`config.mk`:
```
export PLATFORM = sky130hd
export DESIGN_NAME = cache_line_fill_wb
export DESIGN_NICKNAME = d
export VERILOG_FILES = /design/src/rtl/cache_pkg.sv /design/src/rtl/cache_line_fill_wb.sv
export SDC_FILE = /design/constraint.sdc
export NUM_CORES = 1
export LEC_CHECK = 0
export ABC_AREA = 1
export BUFFER_PORTS_ARGS = -buffer_cell sky130_fd_sc_hd__buf_2
export CAP_MARGIN = 5
export CORE_ASPECT_RATIO = 0.6
export CORE_UTILIZATION = 40
export DETAILED_ROUTE_END_ITERATION = 8
export HOLD_SLACK_MARGIN = 0.02
export PLACE_DENSITY = 0.67
export SLEW_MARGIN = 20
export SYNTH_ARGS = -nofsm -noshare
export SYNTH_HDL_FRONTEND = slang
export SYNTH_SLANG_ARGS = --single-unit
```
`constraint.sdc`:
```
create_clock -name clk -period 4.7 [get_ports clk]
set_clock_uncertainty 0.2 [all_clocks]
set_input_delay 0.47 -clock clk [delete_from_list [all_inputs] [get_ports clk]]
set_output_delay 0.47 -clock clk [all_outputs]
set_load 0.01 [all_outputs]
```
`src/rtl/cache_pkg.sv`:
```
// Shared types and helpers for the cache line refill/writeback engine.
//   fill_state_e : FSM encoding of cache_line_fill_wb
//   line_base    : clears the word-offset bits of an address
package cache_pkg;

    typedef enum logic [2:0] {
        FS_IDLE,
        FS_WB,
        FS_RD,
        FS_DRAIN,
        FS_DONE
    } fill_state_e;

    // Address with the low iw (word-within-line) bits forced to zero.
    function automatic logic [31:0] line_base(input logic [31:0] addr, input int unsigned iw);
        return addr & ~((32'd1 << iw) - 32'd1);
    endfunction

endpackage

```
`src/rtl/cache_line_fill_wb.sv`:
```
// Line-granular refill/writeback engine; sole master of the memory
// controller's fetch_mem_* read and write ports.
// A miss request optionally writes back a dirty victim line word by word,
// then reads the new line word by word, streaming each returned word into
// the data array (fill_*). done pulses for one cycle at completion.
//
// Ports:
//   clk, rst_n                 clock, asynchronous active-low reset
//   req_valid/req_ready        miss request handshake (ready only in IDLE)
//   req_fill_addr, req_wb,
//   req_wb_addr, req_wb_line,
//   req_crit_idx               request payload, latched on accept
//   fill_we/widx/wdata         data-array write port
//   done                       one-cycle completion pulse
//   fetch_mem_r*               memory read port (data valid 1 cycle after handshake)
//   fetch_mem_w*               memory write port
//
// Configuration macro:
//   CACHE_FILL_CRIT_FIRST_EN   when defined, reads/fills start at the latched
//                              critical word index and wrap around the line;
//                              otherwise order is 0..LINE_WORDS-1.
module cache_line_fill_wb
    import cache_pkg::*;
#(
    parameter  int MEM_DEPTH  = 32,
    parameter  int DATA_WIDTH = 32,
    parameter  int LINE_WORDS = 4,
    localparam int AW         = $clog2(MEM_DEPTH),
    localparam int IW         = $clog2(LINE_WORDS)
) (
    input  logic                             clk,
    input  logic                             rst_n,
    input  logic                             req_valid,
    output logic                             req_ready,
    input  logic [AW-1:0]                    req_fill_addr,
    input  logic                             req_wb,
    input  logic [AW-1:0]                    req_wb_addr,
    input  logic [DATA_WIDTH*LINE_WORDS-1:0] req_wb_line,
    input  logic [IW-1:0]                    req_crit_idx,
    output logic                             fill_we,
    output logic [IW-1:0]                    fill_widx,
    output logic [DATA_WIDTH-1:0]            fill_wdata,
    output logic                             done,
    output logic [AW-1:0]                    fetch_mem_raddr,
    output logic                             fetch_mem_ren,
    input  logic                             fetch_mem_rready,
    input  logic [DATA_WIDTH-1:0]            fetch_mem_rdata,
    input  logic                             fetch_mem_rdata_valid,
    output logic [AW-1:0]                    fetch_mem_waddr,
    output logic                             fetch_mem_wen,
    input  logic                             fetch_mem_wready,
    output logic [DATA_WIDTH-1:0]            fetch_mem_wdata
);

    localparam logic [IW:0] LAST_W = (IW+1)'(LINE_WORDS - 1);
    localparam logic [IW:0] FULL_W = (IW+1)'(LINE_WORDS);

    fill_state_e state, state_next;

    logic [AW-1:0]                    fill_base;
    logic [AW-1:0]                    wb_base;
    logic [DATA_WIDTH*LINE_WORDS-1:0] wb_line;
    logic [IW-1:0]                    start;
    logic [IW:0]                      wcnt;
    logic [IW:0]                      issued;
    logic [IW:0]                      rcnt;
    logic [IW-1:0]                    ridx;
    logic [DATA_WIDTH-1:0]            wb_word;
    logic                             accept;

    assign accept = req_valid && req_ready;
    // Index arithmetic is IW bits wide, so it wraps modulo LINE_WORDS and
    // never carries into the line tag bits of the address.
    assign ridx   = start + issued[IW-1:0];

`ifdef CACHE_FILL_CRIT_FIRST_EN
    always_ff @(posedge clk or negedge rst_n) begin
        if (!rst_n)      start <= '0;
        else if (accept) start <= req_crit_idx;
    end
`else
    logic unused_crit;
    assign unused_crit = ^req_crit_idx;
    assign start       = '0;
`endif

    always_ff @(posedge clk or negedge rst_n) begin
        if (!rst_n) state <= FS_IDLE;
        else        state <= state_next;
    end

    always_ff @(posedge clk or negedge rst_n) begin
        if (!rst_n) begin
            fill_base <= '0;
            wb_base   <= '0;
            wb_line   <= '0;
            wcnt      <= '0;
            issued    <= '0;
            rcnt      <= '0;
        end else if (accept) begin
            fill_base <= AW'(line_base(32'(req_fill_addr), IW));
            wb_base   <= AW'(line_base(32'(req_wb_addr), IW));
            wb_line   <= req_wb_line;
            wcnt      <= '0;
            issued    <= '0;
            rcnt      <= '0;
        end else begin
            if (fetch_mem_wen && fetch_mem_wready) wcnt   <= wcnt + 1'b1;
            if (fetch_mem_ren && fetch_mem_rready) issued <= issued + 1'b1;
            if (fill_we)                           rcnt   <= rcnt + 1'b1;
        end
    end

    always_comb begin
        wb_word = '0;
        for (int unsigned i = 0; i < LINE_WORDS; i++) begin
            if (wcnt[IW-1:0] == IW'(i)) wb_word = wb_line[i*DATA_WIDTH +: DATA_WIDTH];
        end
    end

    always_comb begin
        state_next      = state;
        req_ready       = 1'b0;
        done            = 1'b0;
        fill_we         = 1'b0;
        fill_widx       = '0;
        fill_wdata      = '0;
        fetch_mem_ren   = 1'b0;
        fetch_mem_raddr = '0;
        fetch_mem_wen   = 1'b0;
        fetch_mem_waddr = '0;
        fetch_mem_wdata = '0;

        // Returns are only accepted while reads can be outstanding, so a
        // spurious rdata_valid in other states never reaches the data array.
        if (state == FS_RD || state == FS_DRAIN) begin
            fill_we    = fetch_mem_rdata_valid;
            fill_widx  = start + rcnt[IW-1:0];
            fill_wdata = fetch_mem_rdata;
        end

        case (state)
            FS_IDLE: begin
                req_ready = 1'b1;
                if (req_valid) state_next = req_wb ? FS_WB : FS_RD;
            end
            FS_WB: begin
                fetch_mem_wen   = 1'b1;
                fetch_mem_waddr = wb_base | AW'(wcnt[IW-1:0]);
                fetch_mem_wdata = wb_word;
                if (fetch_mem_wready && wcnt == LAST_W) state_next = FS_RD;
            end
            FS_RD: begin
                fetch_mem_ren   = (issued < FULL_W);
                fetch_mem_raddr = fill_base | AW'(ridx);
                if (fetch_mem_ren && fetch_mem_rready && issued == LAST_W) state_next = FS_DRAIN;
            end
            FS_DRAIN: begin
                // Count the return arriving this cycle so the final word may
                // land in the first DRAIN cycle.
                if ((rcnt + (IW+1)'(fill_we)) == FULL_W) state_next = FS_DONE;
            end
            FS_DONE: begin
                done       = 1'b1;
                state_next = FS_IDLE;
            end
            default: state_next = FS_IDLE;
        endcase
    end

endmodule

```
==> impl_metrics.json <==
{
  "status": "complete, no violations",
  "cts.path.max_buffers": 2,
  "peakVddDrop_mv": 0.2373,
  "synth.distinct_cells": 23,
  "htree_levels": 4,
  "r2r_end": "fill_base[4]",
  "power_density_nw_per_um2": 697.4,
  "relSlewSlack_pct": 30.83,
  "drive_gt1_share_pct": 25.06,
  "cts_root_buf": "clkbuf_16",
  "avgSynthCellArea_um2": 7.410,
  "nets": 1385,
  "netlist_instances": 968,
  "ff2ff_setup_slack_ns": 1.97,
  "place_congestion": 0.8387,
  "yosysWarnings": 0,
  "synth-seq-cells": 146,
  "layout_commonest_cell": "nand2_1",
  "hold_path_startpoint": "req_wb_line[77]",
  "hold_viol": 0,
  "drt_iter0_drc": 719,
  "yosysSeqAreaShare_pct": 50.93,
  "period_share_pct": 73.47,
  "crit_path_start": "wcnt[0]",
  "wl_per_cell_um": 14.73,
  "whs_ns": 0.05591,
  "p_leak_nw": 5.354,
  "internal_power_mw": 3.733,
  "min_period_ns": 3.453,
  "cp_max_fo": 33,
  "grtUsageTotal_pct": 23.41,
  "cap_violations": 0,
  "r2r-start": "state[0]",
  "rows": 37,
  "fmax_mhz": 289.6,
  "drc_errors": 0,
  "cts_sinks": 146,
  "ff2ff_path_depth": 6,
  "seqPwrFrac_pct": 33.5,
  "rsz0062_at_grt": "no",
  "grt_pass1_vias": 6350,
  "tns_ns": 0,
  "ant_nets": 0,
  "switchingPower_mw": 2.706,
  "avgViaCountPerCell": 4.854,
  "numCtsBuffers": 17,
  "fp.dieH_um": 105.7,
  "sw_frac_of_total_pct": 42.03,
  "dp_hpwl_um": 14550,
  "worst_slew_pin_slew_ns": 1.035,
  "synth_nets": 1157,
  "vias": 7024,
  "start_kind": "flip-flop",
  "antenna_found_initial": 2,
  "wirelength_um": 21310,
  "criticalPathCategory": "flip-flop to output pin",
  "hold_class": "input port to flip-flop",
  "arrival_ns": 2.78,
  "worstPathRequired_ns": 4.03,
  "endpoint": "fetch_mem_wdata[24]",
  "pwr-share-comb_pct": 42.7,
  "portBuffers": 253,
  "die-area_um2": 18490,
  "clk_latency_ns": 0.40,
  "grt_max_degree": 91,
  "clkPwrFrac_pct": 23.7,
  "grt-ovfl-total": 0,
  "die_w_um": 174.9,
  "io_pins": 260,
  "synthToLayoutAreaGrowth_pct": 28.73,
  "grt_pass1_wl_um": 33870,
  "end_kind": "output pin",
  "cts_resized": 0,
  "cts.clk_slew.worst_paths_ns": 0.07,
  "final_cell_mix": "nand2_1 (445), buf_2 (252), dfrtp_1 (146)",
  "setup_viol": 0,
  "drtPass1Iterations": 5,
  "start_util_pct": 41.32,
  "syn-cell-area_um2": 7173,
  "core_area_um2": 17360,
  "drv_slew": 0,
  "cts_tree": "built"
}
==> cells by family after synthesis <==
kind of cell,share of synthesized area [%]
buf+inv,7.466
fa+ha+maj,1.744
compound gates,10.33
flops,50.93
simple gates,29.53
==> worst max-delay path, stage by stage (launching register included) <==
cell and delay, ns:
dfrtp_1 0.42, inv_1 0.13, ha_2 0.17, buf_4 0.39
inv_1 0.46, buf_4 0.33, o21ai_0 0.21, a21oi_1 0.10
buf_2 0.15
==> cell usage after synthesis <==
cell      count  area [um2]
a211oi_1      1       7.510
a21oi_1      67       335.3
buf_2        20       100.1
buf_4         3       22.52
buf_6         6       67.56
clkbuf_1     28       105.1
clkinv_1      1       3.750
dfrtp_1     146        3654
ha_1         10       125.1
inv_1        61       229.0
inv_2         2       7.510
nand2_1     445        1670
nand3_1      40       200.2
nand3_2       1       10.01
nor2_1       54       202.7
nor2_2        1       6.260
nor2_4        1       11.26
nor3_1        2       10.01
nor3b_1       1       7.510
o211ai_1      1       7.510
o21ai_0      74       370.4
o21bai_1      1       7.510
o22ai_1       2       12.51
==> metal layers <==
layer	share of wire (%)	up-vias	track usage [%]
li1	-	3479	-
met1	50	3260	37.44
met2	41	276	31.66
met3	8.0	9	4.834
met4	0.58	0	5.031
met5	0	-	0
==> worst min path at each step <==
| stage | cells after the start | slack (ns) | to |
|---|---|---|---|
| CTS | 3 | 0.04 | wb_line[77] |
| global placement | 2 | 0.25 | wb_line[98] |
| detailed placement | 2 | 0.25 | wb_line[71] |
| finish | 3 | 0.06 | wb_line[77] |
| floorplan | 0 | -0.03 | fill_base[2] |
| global route | 3 | 0.05 | wb_line[7] |
==> cell type report <==
| cell class | instances | area [um2] |
|---|---|---|
| Timing Repair Buffer | 266 | 1385 |
| Antenna cell | 4 | 10.01 |
| Sequential cell | 146 | 3654 |
| Fill cell | 1722 | 8127 |
| Clock inverter | 13 | 220.2 |
| Tap cell | 234 | 292.8 |
| Clock buffer | 19 | 442.9 |
| Inverter | 64 | 242.7 |
| Multi-Input combinational cell | 701 | 2987 |
==> through the flow <==
stage / util, % / power, mW / setup slack, ns / instances / cell area [um2]
after CTS: 53.13 / 6.459 / 1.257 / 1443 / 9224
after global routing: 53.13 / 6.957 / 1.047 / 1443 / 9224
after detailed placement: 49.25 / 4.913 / 1.695 / 1410 / 8551
after floorplan: - / 3.989 / 2.539 / 968 / 7173
after global placement: 49.25 / 4.852 / 1.706 / 1410 / 8551
final: 53.19 / 6.440 / 1.247 / 1447 / 9234
==> state kept, by name, summed over array words and instances, names as in the netlist <==
name       flops
issued         3
wb_line      128
wcnt           3
wb_base        3
fill_base      3
rcnt           3
state          3
==> what timing repair did <==
action | in CTS | in global routing
hold buffers | 1 | 0
setup buffers | 0 | 0
endpoints found under the hold margin | 89 | 0
==> power by group through the flow <==
stage	Clock, mW	Combinational, mW	Sequential [mW]
floorplan	0	1.90	2.09
finish	1.53	2.75	2.16
global placement	0	2.71	2.14
CTS	1.55	2.75	2.15
detailed placement	0	2.75	2.17
global route	1.61	3.12	2.23
(Power assumes the default switching activity.)
